File: src/rtl/seg7_pkg.sv
// Shared 7-segment definitions: segment bus type and the hex glyph table, bit order {g,f,e,d,c,b,a}.
package seg7_pkg;

    localparam int unsigned SEG_W = 7;
    localparam int unsigned NIB_W = 4;

    typedef logic [SEG_W-1:0] seg_t;

    localparam seg_t SEG_0     = 7'h3F;
    localparam seg_t SEG_1     = 7'h06;
    localparam seg_t SEG_2     = 7'h5B;
    localparam seg_t SEG_3     = 7'h4F;
    localparam seg_t SEG_4     = 7'h66;
    localparam seg_t SEG_5     = 7'h6D;
    localparam seg_t SEG_6     = 7'h7D;
    localparam seg_t SEG_7     = 7'h07;
    localparam seg_t SEG_8     = 7'h7F;
    localparam seg_t SEG_9     = 7'h6F;
    localparam seg_t SEG_A     = 7'h77;
    localparam seg_t SEG_B     = 7'h7C;
    localparam seg_t SEG_C     = 7'h39;
    localparam seg_t SEG_D     = 7'h5E;
    localparam seg_t SEG_E     = 7'h79;
    localparam seg_t SEG_F     = 7'h71;
    localparam seg_t SEG_BLANK = 7'h00;

endpackage

File: src/rtl/hex_to_seg7.sv
// Combinational hex nibble to 7-segment glyph decoder (logical 1 = segment lit).
module hex_to_seg7
    import seg7_pkg::*;
(
    input  logic [NIB_W-1:0] nibble,
    output logic [SEG_W-1:0] seg
);

    always_comb begin
        seg = SEG_BLANK;
        case (nibble)
            4'h0: seg = SEG_0;
            4'h1: seg = SEG_1;
            4'h2: seg = SEG_2;
            4'h3: seg = SEG_3;
            4'h4: seg = SEG_4;
            4'h5: seg = SEG_5;
            4'h6: seg = SEG_6;
            4'h7: seg = SEG_7;
            4'h8: seg = SEG_8;
            4'h9: seg = SEG_9;
            4'hA: seg = SEG_A;
            4'hB: seg = SEG_B;
            4'hC: seg = SEG_C;
            4'hD: seg = SEG_D;
            4'hE: seg = SEG_E;
            4'hF: seg = SEG_F;
            default: seg = SEG_BLANK;
        endcase
    end

endmodule

File: src/rtl/seven_seg_scan_ctrl.sv
// N-digit multiplexed 7-segment scanner with refresh divider, inter-digit blanking,
// selectable polarity and a one-entry load buffer applied only at frame boundaries.
module seven_seg_scan_ctrl
    import seg7_pkg::*;
#(
    parameter int unsigned N_DIGITS   = 4,
    parameter int unsigned TICK_DIV   = 100000,
    parameter int unsigned BLANK_CYC  = 16,
    parameter bit          ACTIVE_LOW = 1'b0
) (
    input  logic                  clk,
    input  logic                  rst,
    input  logic [4*N_DIGITS-1:0] value_in,
    input  logic [N_DIGITS-1:0]   dp_in,
    input  logic [N_DIGITS-1:0]   en_in,
    input  logic                  load_valid,
    output logic                  load_ready,
    output logic [N_DIGITS-1:0]   anode,
    output logic [SEG_W-1:0]      seg,
    output logic                  dp,
    output logic                  frame_done
);

    localparam int unsigned CNT_W = (TICK_DIV > 1) ? $clog2(TICK_DIV) : 1;
    localparam int unsigned IDX_W = (N_DIGITS > 1) ? $clog2(N_DIGITS) : 1;
    localparam int unsigned VAL_W = NIB_W * N_DIGITS;

    localparam logic [CNT_W-1:0] CNT_LAST  = CNT_W'(TICK_DIV - 1);
    localparam logic [IDX_W-1:0] IDX_LAST  = IDX_W'(N_DIGITS - 1);
    localparam logic [CNT_W-1:0] BLANK_END = CNT_W'(BLANK_CYC);

    logic [CNT_W-1:0]    cnt;
    logic [IDX_W-1:0]    idx;
    logic                slotWrap;
    logic                frameEnd;
    logic                accept;

    logic [VAL_W-1:0]    valPend;
    logic [N_DIGITS-1:0] dpPend;
    logic [N_DIGITS-1:0] enPend;
    logic [VAL_W-1:0]    valSh;
    logic [N_DIGITS-1:0] dpSh;
    logic [N_DIGITS-1:0] enSh;

    logic [NIB_W-1:0]    curNib;
    logic [SEG_W-1:0]    curSeg;
    logic [N_DIGITS-1:0] anodeNext;
    logic [SEG_W-1:0]    segNext;
    logic                dpNext;

    assign slotWrap = (cnt == CNT_LAST);
    assign frameEnd = slotWrap && (idx == IDX_LAST);
    assign accept   = load_valid && load_ready;

    // Refresh divider and digit index
    always_ff @(posedge clk or posedge rst) begin
        if (rst) begin
            cnt <= '0;
            idx <= '0;
        end else if (slotWrap) begin
            cnt <= '0;
            idx <= (idx == IDX_LAST) ? '0 : idx + IDX_W'(1);
        end else begin
            cnt <= cnt + CNT_W'(1);
        end
    end

    // One-entry pending buffer; load_ready doubles as its empty flag
    always_ff @(posedge clk or posedge rst) begin
        if (rst) begin
            valPend    <= '0;
            dpPend     <= '0;
            enPend     <= '0;
            valSh      <= '0;
            dpSh       <= '0;
            enSh       <= '0;
            load_ready <= 1'b1;
            frame_done <= 1'b0;
        end else begin
            frame_done <= frameEnd;
            if (frameEnd && !load_ready) begin
                valSh      <= valPend;
                dpSh       <= dpPend;
                enSh       <= enPend;
                load_ready <= 1'b1;
            end else if (accept) begin
                valPend    <= value_in;
                dpPend     <= dp_in;
                enPend     <= en_in;
                load_ready <= 1'b0;
            end
        end
    end

    assign curNib = valSh[{idx, 2'b00} +: NIB_W];

    hex_to_seg7 u_dec (
        .nibble (curNib),
        .seg    (curSeg)
    );

    // Logical (active-high) display state for the current cnt/idx
    always_comb begin
        anodeNext = '0;
        segNext   = SEG_BLANK;
        dpNext    = 1'b0;
        if (cnt >= BLANK_END) begin
            segNext = curSeg;
            dpNext  = dpSh[idx] & enSh[idx];
            if (enSh[idx]) begin
                anodeNext[idx] = 1'b1;
            end
        end
    end

    // Polarity stage, registered toward the pins
    always_ff @(posedge clk or posedge rst) begin
        if (rst) begin
            anode <= {N_DIGITS{ACTIVE_LOW}};
            seg   <= {SEG_W{ACTIVE_LOW}};
            dp    <= ACTIVE_LOW;
        end else begin
            anode <= anodeNext ^ {N_DIGITS{ACTIVE_LOW}};
            seg   <= segNext ^ {SEG_W{ACTIVE_LOW}};
            dp    <= dpNext ^ ACTIVE_LOW;
        end
    end

endmodule

File: config.mk
export PLATFORM = sky130hd
export DESIGN_NAME = seven_seg_scan_ctrl
export DESIGN_NICKNAME = d
export VERILOG_FILES = /design/src/rtl/seg7_pkg.sv /design/src/rtl/hex_to_seg7.sv /design/src/rtl/seven_seg_scan_ctrl.sv
export SDC_FILE = /design/constraint.sdc
export NUM_CORES = 1
export LEC_CHECK = 0
export CORE_ASPECT_RATIO = 0.75
export CORE_MARGIN = 3
export CORE_UTILIZATION = 45
export CTS_CLUSTER_DIAMETER = 80
export DETAILED_ROUTE_END_ITERATION = 6
export PLACE_DENSITY_LB_ADDON = 0.12
export SLEW_MARGIN = 20
export SYNTH_ARGS = -nofsm -noshare
export SYNTH_HDL_FRONTEND = slang
export SYNTH_SLANG_ARGS = --single-unit
File: constraint.sdc
create_clock -name clk -period 3.6 [get_ports clk]
set_input_delay 1.08 -clock clk [delete_from_list [all_inputs] [get_ports clk]]
set_output_delay 1.08 -clock clk [all_outputs]
set_load 0.05 [all_outputs]
# == Word level (Yosys, flattened, before mapping) ==
# Memory sizes are Yosys's and may differ from the RTL's.
# Cells that the tools add are included.
# totals
memories,1
ff_bits,81
rom_bits,112
# classes
add_sub_neg,2
order_cmp,3
bitwise,2
n_eq_ne,2
muxes,14
shift,1
n_reduce_logical,7
# mem_list
name,depth,word_bits,rd,rd_ports_with_merged_regs,write_ports,line_no,text
(no name shown),16,7,1,0,0,hex_to_seg7.sv:11,case (nibble)
# op_table
operator,count
adder 17 x 1 -> 17 bit (second input constant),1
equality test 17 bit (second input constant),1
greater-or-equal comparator 17 x 5 -> 1 bit (second input constant),1
2-to-1 mux 17 bit,1
variable part select 16 x 5 -> 4 bit,1
2-to-1 mux 4 bit,2
2-to-1 mux 7 bit,1
2-to-1 mux 1 bit,6
binary-select mux 1 bit (select 2 bit),2
logical AND 1 bit,4
< comparator 2 x 3 -> 1 bit (second input constant),1
adder 2 x 1 -> 2 bit (second input constant),1
demux 1 bit (select 2 bit),1
equality test 2 bit (second input constant),1
greater-or-equal comparator 2 x 1 -> 1 bit (second input constant),1
2-to-1 mux 2 bit,1
AND reduction 2 bit,1
nonzero test 2 bit,1
AND 1 bit,1
logical NOT 1 bit,1
inverter 1 bit,1

# == Logic depth before layout (Yosys ltp) ==
# Gate-level depths: netlist (run 1).
# logic_depth
ltp_word,6
depth_mapped,8
ltp_nobuf,7

# == Modules after synthesis ==
# Synthesis (run 1) repeated with hierarchy kept, for this count alone.
# unflattened
hier_cells,267
hier_area_um2,3644.7
# by_module_without_submodules
module,seq_area_each_um2,area_each_um2,cells_per_inst,instances
seven_seg_scan_ctrl,2028.2,3357.0,234,1
hex_to_seg7,0.0,287.8,33,1

# == Worst setup path before layout (run 1) ==
# OpenSTA, ideal clock, no wires.
# synth_timing
path_type,flip-flop to flip-flop
from,reg idx[0]
to,reg seg[0]
arrival_ns,2.039
t_required_ns,3.528
stages_incl_launch_ff,7
synth_period_minus_slack_ns,2.110
setup_time_ns,0.072
slack_ns,1.490
path_cell_list,dfrtp_1 -> buf_2 -> mux4_2 -> ha_1 -> or3b_2 -> o221a_2 -> nor2_1
# synth_between
elab_chain_len,3
# synth_lines
element,line_no,text
"start, declared",seven_seg_scan_ctrl.sv:33,logic [IDX_W-1:0] idx;
"start signal, assigned",seven_seg_scan_ctrl.sv:62,idx <= (idx == IDX_LAST) ? '0 : idx + IDX_W'(1);
variable part select 16 x 5 -> 4 bit,seven_seg_scan_ctrl.sv:95,"assign curNib = valSh[{idx, 2'b00} +: NIB_W];"
memory (16 x 7 bit),--,
2-to-1 mux 7 bit,seven_seg_scan_ctrl.sv:107,if (cnt >= BLANK_END) begin
via segNext[0],seven_seg_scan_ctrl.sv:48,logic [SEG_W-1:0] segNext;
"end signal, assigned",seven_seg_scan_ctrl.sv:120,seg <= {SEG_W{ACTIVE_LOW}};
"end signal, assigned",seven_seg_scan_ctrl.sv:124,seg <= segNext ^ {SEG_W{ACTIVE_LOW}};
"end, declared",seven_seg_scan_ctrl.sv:19,"output logic [SEG_W-1:0] seg,"
# The timed path passes the listed nets, and every way through them passes these cells.
# A chain may end at the register's enable or synchronous reset.

# == Worst setup path in the final report (run 1) ==
# layout_timing
from,reg load_ready
to,out load_ready
# layout_rtl
element,line_no,text
"start, declared",seven_seg_scan_ctrl.sv:17,"output logic load_ready,"
"start signal, assigned",seven_seg_scan_ctrl.sv:77,load_ready <= 1'b1;
"start signal, assigned",seven_seg_scan_ctrl.sv:85,load_ready <= 1'b1;
"start signal, assigned",seven_seg_scan_ctrl.sv:90,load_ready <= 1'b0;
# No word-level cell between the ends.

==> run summary, run 1 <==
Status: finished, final reports clean
Worst Path Class, Setup: reg -> out
EDFF count, synth: 0
Total CTS buffers: 9
Post-route minimum period: 2.777 ns
Achievable Freq: 0.3601 GHz
CTS tree: done
Setup_tns: 0 ns
Syn_area_per_cell: 13.77 µm²
Async set-or-reset flop fraction in the synthesized netlist: 100.0%
First-pass GRT wire length: 11010 µm
Clock root buffer master: clkbuf_8
CP arrival: 1.70 ns
Crit path buf inv count: 1
Sequential power share: 56.3%
Initial antenna violation count: 0
Final Hold Viols: 0
Seq/Total Area, Yosys: 54.75%
Post-CTS setup buffers: 0
Top_reg_cell synth: dfrtp_1
Nets: 353
Syn. warnings: 0
Finish-stage setup viols: 0
Clock Skew: 0.007140 ns
R2R depth: 5
Skew-Pair Late Insertion Delay: 0.35 ns
I/O pins: 41
Die height: 84.58 µm
Synthesized flop and latch total: 81
Area Overhead vs Synth: 18.88%
Number of DRC markers in iteration 0: 119
ANT cells: 0
Required @ worst endpoint: 2.52 ns
Core Region: 7669 µm²
Crit Path Max Fanout: 3
Total GRT Usage: 14.67%
Vias in the first global route: 2199
Wirelength per Cell: 15.26 µm
Input/output buffers: 40
Mapped Cells: 269
Cts repair resizes: 0
Die area: 9369 µm²
Crit path depth: 1
Initial core utilization: 48.31%
Area of the multi-input gates: 1577 µm²
# DRC: 0
Via density: 5.181
Final-layout fill cell count: 656
Comb pwr share: 4.6%
Pwr dens: 385.2 nW/µm²
Rows: 27
Slowest cell on crit path: clkdlybuf4s50_1
Synth Cell Area: 3705 µm²
RD Place Congestion: 0.8445
Slew headroom: 56.36%
Critical path's largest stage delay: 0.80 ns
Sw Ratio: 22.44%
Final period util: 77.13%
Drt pass-1 iters: 4
GR Overflow Total: 0
Worst Setup End Kind: output port
Routed WL: 6408 µm
Final Max Slew Viols: 0
Net count after synthesis: 308
H-tree depth: 3
VDD IR-drop max: 0.1825 mV
Total number of vias: 2176
RSZ-0062 raised after global routing: no
FF/Latch Area: 2028 µm²
Critical Path Start Type: flop
Placed cell area: 4204 µm²
Hold Path Depth: 1
HP Class: reg -> reg
Worst Tran Pin Value: 0.6538 ns
Die Width: 110.8 µm
Worst path cell trace: clkdlybuf4s50_1
Worst-path clk slew: 0.08 ns
CTS sink cnt: 81
Maxcap violations: 0
Clk pwr share: 39.1%
# hold bufs at CTS: 0
Post-layout instance area: 4404 µm²
Final HPWL DP: 4531 µm
P_int: 1.316 mW
Layout cells sized above 1: 28.84%
Delay-heaviest family, CP: buffers and inverters
Sw Pwr: 380.7 µW
Leakage power total: 2.024 nW
Pin count of the biggest net entering global routing: 39
CTS max path bufs: 2
Distinct cells, synth: 44
ANT nets after route: 0
==> routing by layer <==
layer	routed length, µm	track usage (%)	up-vias
li1	-	-	1032
met4	93	4.474	0
met2	2919	21.48	59
met1	3061	21.01	1075
met3	334	4.467	10
met5	0	0	-
==> path summary, 6_finish.rpt <==
check,start,end,slack (ns)
setup / recovery,load_ready$_DFFE_PP1P_,load_ready,0.82
hold / removal,dpPend[3]$_DFFE_PP0P_,dpSh[3]$_DFFE_PP0P_,0.50
hold reg to reg,dpPend[3]$_DFFE_PP0P_,dpSh[3]$_DFFE_PP0P_,0.50
setup reg to reg,cnt[0]$_DFF_PP0_,valSh[3]$_DFFE_PP0P_,1.14
max in group asynchronous,rst,load_ready$_DFFE_PP1P_,1.79
min in group asynchronous,rst,cnt[8]$_DFF_PP0_,1.12
==> state kept, by name, summed over array words and instances (netlist names) <==
signal / cells
enSh: 4
seg: 7
dpSh: 4
anode: 4
cnt: 17
idx: 2
load_ready: 1
frame_done: 1
enPend: 4
dpPend: 4
valSh: 16
dp: 1
valPend: 16
==> cells in the final DEF (no fill, tap or decap), types with 7 or more instances in the layout <==
cell type / instances
mux2_4: 19
dfrtp_1: 80
xnor2_1: 8
mux2_2: 29
nand2_1: 10
clkbuf_8: 9
ha_1: 12
nor2_1: 16
nand3_1: 7
inv_1: 10
clkdlybuf4s50_1: 40
==> synth_stat cells, types with 4 or more instances <==
cell     count  area share (%)
dfrtp_1     80              54
mux2_2      29             8.8
mux2_4      19             7.7
nor2_1      16             1.6
ha_1        12             4.1
inv_1       11             1.1
nand2_1     10             1.0
xnor2_1      8             1.9
nand3_1      7            0.95
mux4_2       6             3.6
xor2_1       6             1.4
and2_1       5            0.84
mux2i_1      5             1.4
nor4_1       5            0.84
a21oi_1      4            0.54
buf_2        4            0.54
nor3_1       4            0.54
o21ai_0      4            0.54
==> logic make-up after synthesis <==
family	share of synthesized area [%]
XOR/XNOR	3.310
adder cells (fa/ha/maj)	4.053
multiplexers	21.51
buffers and inverters	2.702
AND/OR/NAND/NOR	10.91
AO/OA/AOI/OAI	2.770
flip-flops	54.75
==> through the flow <==
step / cells / total power [mW] / setup WS, ns / hold WS (ns) / utilization [%]
after floorplan: 269 / 1.010 / 0.4416 / 0.4554 / -
after global placement: 404 / 1.052 / 1.203 / 0.4820 / 54.82
after detailed placement: 404 / 1.055 / 1.135 / 0.4856 / 54.82
after CTS: 420 / 1.730 / 0.7992 / 0.5056 / 57.43
after global routing: 420 / 1.782 / 0.7702 / 0.5179 / 57.43
final: 420 / 1.697 / 0.8233 / 0.5000 / 57.43
==> area by class of cell <==
| cell class | instances | area share, % |
|---|---|---|
| repair buffers | 44 | 9.773 |
| well taps | 101 | 2.869 |
| flip-flops and latches | 81 | 46.05 |
| clock buffers | 9 | 2.813 |
| inverters | 11 | 0.9659 |
| clock inverters | 7 | 1.733 |
| multi-input cells | 167 | 35.80 |
==> power by group through the flow <==
stage | logic [mW] | clock network [mW] | registers [mW]
3_5_place_dp | 0.0809 | 0 | 0.974
4_1_cts | 0.0808 | 0.692 | 0.957
5_1_grt | 0.0879 | 0.733 | 0.961
2_1_floorplan | 0.0411 | 0 | 0.969
6_report | 0.0781 | 0.663 | 0.956
3_3_place_gp | 0.0783 | 0 | 0.973
Power figures use the tool's default switching activity.
==> inputs of run 2 (changes only) <==
clock period = 2.35 ns   (was 3.6 ns; I/O delays follow)
==> run 2 against run 1 <==
  * Register-to-register slack got worse by 0.90 ns
  * Final cell count increased by 0.71%
  * Critical path depth unchanged
  * Sequential power increased by 53%
  * Clock power increased by 49%
  * Routed wire length decreased by 0.28%
  * Global-route usage increased by 0.075 points
  * Count of clock-buffer cells in the layout unchanged
  * Die area unchanged
  * Combinational power increased by 51%
  * Via count decreased by 1.7%
  * Largest cell class unchanged
==> run summary, run 2 (synthesis gave the netlist of run 1 again) <==
Total number of vias: 2138
HP Start: cnt[14]$_DFF_PP0_
Clock Skew: 0.01106 ns
R2r endpoint: seg[0]$_DFF_PP0_
Critical Path Start Type: flop
PnR worst setup slack: 0.1332 ns
H-tree depth: 3
# DRC: 0
Sw Pwr: 635.1 µW
Pwr dens: 578.1 nW/µm²
Clock root buffer master: clkbuf_8
Area Overhead vs Synth: 19.93%
Commonest non-fill, non-tap cell in the layout: dfrtp_1
CTS tree: done
Final-layout fill cell count: 650
ANT cells: 0
Final Max Slew Viols: 0
Die Width: 110.8 µm
Sw Ratio: 24.72%
Nets: 356
I/O pins: 41
Hold Path Depth: 1
CTS max path bufs: 2
DP Cell Count: 407
Hold worst-path end: cnt[14]$_DFF_PP0_
GR Overflow Total: 0
Leakage power total: 2.049 nW
Largest regs: cnt (17), valPend (16), valSh (16)
Worst Tran Pin Value: 0.5863 ns
Final HPWL DP: 4553 µm
Via density: 5.054
Post-route minimum period: 2.217 ns
Sequential power share: 57.0%
Status: finished, final reports clean
Total Power: 2.569 mW
Setup_tns: 0 ns
Critical path's largest stage delay: 0.80 ns
Pin count of the biggest net entering global routing: 82
Rows: 27
Reg2reg start: idx[0]$_DFFE_PP0N_
Slowest cell on crit path: clkdlybuf4s50_1
Clk pwr share: 38.4%
Die height: 84.58 µm
Worst-path clk slew: 0.09 ns
Crit path buf inv count: 1
VDD IR-drop max: 0.3904 mV
Input/output buffers: 40
Wirelength per Cell: 15.11 µm
Maxcap violations: 0
Cts repair resizes: 0
R2R Setup Slk: 0.24 ns
Layout Cells excl Fill: 423
FF/Latch Area: 2028 µm²
Worst path cell trace: clkdlybuf4s50_1
RD Place Congestion: 0.8452
Delay-heaviest family, CP: buffers and inverters
CTS sink cnt: 81
ANT nets after route: 0
Skew-Pair Late Insertion Delay: 0.36 ns
Crit Path Max Fanout: 1
Vias in the first global route: 2106
Die area: 9369 µm²
Final period util: 94.33%
Total GRT Usage: 14.74%
Comb pwr share: 4.6%
Post-CTS setup buffers: 0
Number of DRC markers in iteration 0: 73
Worst Setup End Kind: output port
Required @ worst endpoint: 1.64 ns
Initial core utilization: 48.31%
Achievable Freq: 0.4511 GHz
Commonest cells after routing, fill and taps aside: 80 x dfrtp_1, 39 x clkdlybuf4s50_1, 29 x mux2_2, 19 x mux2_4, 16 x nor2_1
P_int: 1.934 mW
Finish-stage setup viols: 0
Number of flip-flops in the largest register: 17
Worst Path Class, Setup: reg -> out
HP Class: reg -> reg
CP arrival: 1.51 ns
# hold bufs at CTS: 0
Area of the multi-input gates: 1577 µm²
Layout cells sized above 1: 29.81%
Most flop-heavy register: cnt
Final Hold Viols: 0
Hold Slack: 0.5031 ns
Initial antenna violation count: 0
Total CTS buffers: 9
RSZ-0062 raised after global routing: no
Dpl ws: 0.2481 ns
R2R depth: 5
Routed WL: 6390 µm
First-pass GRT wire length: 10990 µm
Core Region: 7669 µm²
Drt pass-1 iters: 4
Slew headroom: 60.55%
run 2: through the flow:
step                util (%)  cell area [µm²]
detailed placement     55.44             4252
global placement       55.44             4252
CTS                    57.94             4443
floorplan                  -             3709
finish                 57.94             4443
global route           57.94             4443
run 2: worst max path at each step:
stage                               from          endpoint  slack (ns)  cells after the start
floorplan             idx[0]$_DFFE_PP0N_  seg[0]$_DFF_PP0_        0.24                      6
global placement      idx[0]$_DFFE_PP0N_  seg[0]$_DFF_PP0_        0.29                      5
detailed placement    idx[0]$_DFFE_PP0N_  seg[0]$_DFF_PP0_        0.25                      5
CTS                 frame_done$_DFF_PP0_        frame_done        0.10                      1
global route            seg[4]$_DFF_PP0_            seg[4]        0.09                      1
finish              frame_done$_DFF_PP0_        frame_done        0.13                      1
run 2: power by group through the flow:
stage               clock [mW]  combinational, mW  sequential [mW]
finish                   0.987              0.118             1.46
global route              1.09              0.132             1.47
CTS                       1.02              0.122             1.47
detailed placement           0              0.122             1.49
global placement             0              0.119             1.49
floorplan                    0             0.0634             1.48
run 2: area by class of cell:
class	count	area share (%)
multi-input cells	167	35.48
inverters	11	1.014
clock buffers	9	2.788
clock inverters	7	1.521
repair buffers	47	10.70
well taps	101	2.844
flip-flops and latches	81	45.65
run 2: layer usage:
metal / vias up / global-route usage, % / part of all wire [%]
li1: 1035 / - / -
met1: 1049 / 21.56 / 52
met2: 45 / 21.15 / 42
met3: 9 / 4.251 / 4.2
met4: 0 / 4.698 / 1.3
met5: - / 0 / 0
==> inputs of run 3 (changes only) <==
ABC_AREA = 1   (was unset)
CTS_CLUSTER_DIAMETER = 150   (was 80)
==> run 3 against run 2 <==
  * Clock skew shrank 0.0048 ns
  * Sequential share of layout area down 2.9 points
  * Fmax rose by 2.4%
  * Setup slack gained 0.053 ns
  * Core utilization down 0.062 points
  * Final area rose by 6.8%
  * First-iteration DRC count grew 120%
  * Total power grew 11%
  * Die area grew 6.4%
  * Final cell count is 41% higher
  * Sequential power barely moved
  * Combinational power increased by 4%
  * Critical endpoint is now seg[3]
==> run summary, run 3 <==
Required @ worst endpoint: 1.64 ns
R2R Setup Slk: 0.40 ns
Input/output buffers: 40
Drt pass-1 iters: 7
Post-Synth XOR/XNOR Area: 1.327%
Finish-stage setup viols: 0
Area Overhead vs Synth: 19.85%
Clk pwr share: 44.0%
Commonest cells post-synth: 114 x nand2_1, 80 x dfrtp_1, 55 x nor2_1
Hold worst-path end: dpSh[2]$_DFFE_PP0P_
GR Overflow Total: 0
Cts repair resizes: 0
R2r endpoint: seg[5]$_DFF_PP0_
Wirelength per Cell: 13.76 µm
I/O pins: 41
Final period util: 92.09%
Most flop-heavy register: cnt
Commonest cells after routing, fill and taps aside: 114 x nand2_1, 80 x dfrtp_1, 55 x nor2_1, 39 x clkdlybuf4s50_1, 37 x inv_1
Nets: 526
ANT nets after route: 0
P_int: 2.228 mW
Placed cell area: 4482 µm²
GRT met2 Usage: 25.35%
Critical path's largest stage delay: 0.80 ns
Synth Cell Area: 3959 µm²
Final Hold Viols: 0
Synthesized flop and latch total: 81
RSZ-0062 raised after global routing: no
Synth top area cells: dfrtp_1 51%, nand2_1 11%, mux2_2 6.8%
CTS tree: done
Pin count of the biggest net entering global routing: 37
Crit Path Max Fanout: 1
Final HPWL DP: 5691 µm
Worst path cell trace: clkdlybuf4s50_1
Worst-path clk slew: 0.06 ns
Core Region: 8198 µm²
Synth top area share: 50.57%
Maxcap violations: 0
Die Width: 114.3 µm
Status: finished, final reports clean
HP Class: reg -> reg
Initial antenna violation count: 0
Worst Setup End Kind: output port
Pwr dens: 598.4 nW/µm²
Leading area contributor after synthesis: dfrtp_1
Die area: 9971 µm²
Worst Path Class, Setup: reg -> out
Skew-Pair Late Insertion Delay: 0.34 ns
Met3 usage: 6.319%
Compound-cell area share of the yosys netlist: 2.750%
Largest family of logic cells by synthesized area: simple AND/OR/NAND/NOR gates
Largest regs: cnt (17), valPend (16), valSh (16)
Clock root buffer master: clkbuf_16
Vias in the first global route: 2910
Crit path depth: 1
# hold bufs at CTS: 0
Distinct cells, synth: 30
Syn. warnings: 0
Sequential power share: 51.7%
GR Util met1: 26.35%
VDD IR-drop max: 0.5049 mV
Clock Skew: 0.006302 ns
Seq/Total Area, Yosys: 51.23%
Net count after synthesis: 485
Total CTS buffers: 9
Setup_tns: 0 ns
Achievable Freq: 0.4621 GHz
Die height: 87.23 µm
Delay-heaviest family, CP: buffers and inverters
Crit path buf inv count: 1
Sw Ratio: 21.54%
Total number of vias: 3044
Syn_area_per_cell: 8.876 µm²
Initial core utilization: 48.29%
Comb pwr share: 4.3%
Hold Path Depth: 2
Number of DRC markers in iteration 0: 161
# DRC: 0
Slowest cell on crit path: clkdlybuf4s50_1
Total GRT Usage: 18.05%
RD Place Congestion: 0.9194
Post-layout instance area: 4745 µm²
Sw Pwr: 611.5 µW
Post-CTS setup buffers: 0
Simple-gate share of the synthesized area: 27.37%
Number of flip-flops in the largest register: 17
Post-synthesis mux area share: 6.827%
Mapped Cells: 446
Layout cells sized above 1: 12.42%
Async set-or-reset flop fraction in the synthesized netlist: 100.0%
R2R depth: 9
Worst Tran Pin Value: 0.5024 ns
Most common cell in the synthesized netlist: nand2_1
Slew headroom: 66.40%
CTS sink cnt: 81
ANT cells: 0
Commonest non-fill, non-tap cell in the layout: nand2_1
Final Max Slew Viols: 0
Routed WL: 8199 µm
Top_reg_cell synth: dfrtp_1
EDFF count, synth: 0
Critical Path Start Type: flop
Adder-cell share of the synthesized area: 3.793%
Rows: 28
Global routing's busiest layer: met1
Via density: 5.107
First-pass GRT wire length: 14100 µm
H-tree depth: 3
HP Start: dpSh[2]$_DFFE_PP0P_
CP arrival: 1.46 ns
Leakage power total: 2.307 nW
Post-route minimum period: 2.164 ns
Reg2reg start: idx[0]$_DFFE_PP0N_
CTS max path bufs: 2
[run 3: changes by cell type in the layout (fill, tap and decap cells not counted), moves of 6 or more]
cell,before,now
mux2_4,19,0
clkbuf_16,0,9
nor2_1,16,55
inv_1,10,37
mux4_2,6,0
xnor2_1,8,0
clkbuf_8,9,0
nand3_1,7,26
nand4_1,0,31
nand2_1,10,114
o21ai_0,4,10
[run 3: final cells by class]
class                           instances  area [µm²]
Clock inverter                          5       33.78
Clock buffer                           10       229.0
Inverter                               44       168.9
Multi-Input combinational cell        304        1665
Sequential cell                        81        2028
Timing Repair Buffer                   47       488.0
Fill cell                             725        3453
Tap cell                              105       131.4
[run 3: power by group through the flow]
stage | registers (mW) | clock network [mW] | logic [mW]
6_report | 1.47 | 1.25 | 0.123
5_1_grt | 1.47 | 1.35 | 0.137
4_1_cts | 1.47 | 1.29 | 0.127
3_5_place_dp | 1.49 | 0 | 0.126
3_3_place_gp | 1.49 | 0 | 0.122
2_1_floorplan | 1.48 | 0 | 0.0619
[run 3: worst max path at each step]
stage,startpoint,endpoint,slack (ns)
2_1_floorplan,idx[0]$_DFFE_PP0N_,seg[3]$_DFF_PP0_,0.68
3_3_place_gp,load_valid,valPend[6]$_DFFE_PP0P_,0.45
3_5_place_dp,load_valid,valPend[14]$_DFFE_PP0P_,0.42
4_1_cts,seg[3]$_DFF_PP0_,seg[3],0.17
5_1_grt,seg[1]$_DFF_PP0_,seg[1],0.14
6_report,seg[3]$_DFF_PP0_,seg[3],0.19
[run 3: routing by layer]
layer,vias up,part of all wire (%),wire (µm)
met5,-,0,0
met4,0,1.2,99
met3,12,7.9,650
met2,89,40,3298
met1,1414,51,4151
li1,1529,-,-
[run 3: logic make-up (layout without fill, tap and decap cells)]
kind of cell | after synthesis | in the layout
XOR/XNOR | 6 | 6
flip-flops | 81 | 81
buffers and inverters | 61 | 106
adder cells (fa/ha/maj) | 12 | 12
AO/OA/AOI/OAI | 21 | 21
multiplexers | 24 | 24
AND/OR/NAND/NOR | 241 | 241
[run 3: through the flow]
| stage | setup WS, ns | util [%] | total power [mW] | hold WS (ns) | instances |
|---|---|---|---|---|---|
| CTS | 0.1673 | 57.88 | 2.880 | 0.4704 | 596 |
| global placement | 0.4541 | 54.67 | 1.616 | 0.4506 | 581 |
| finish | 0.1859 | 57.88 | 2.839 | 0.4683 | 596 |
| detailed placement | 0.4238 | 54.67 | 1.620 | 0.4551 | 581 |
| floorplan | 0.6830 | - | 1.546 | 0.4366 | 446 |
| global route | 0.1362 | 57.88 | 2.960 | 0.4887 | 596 |
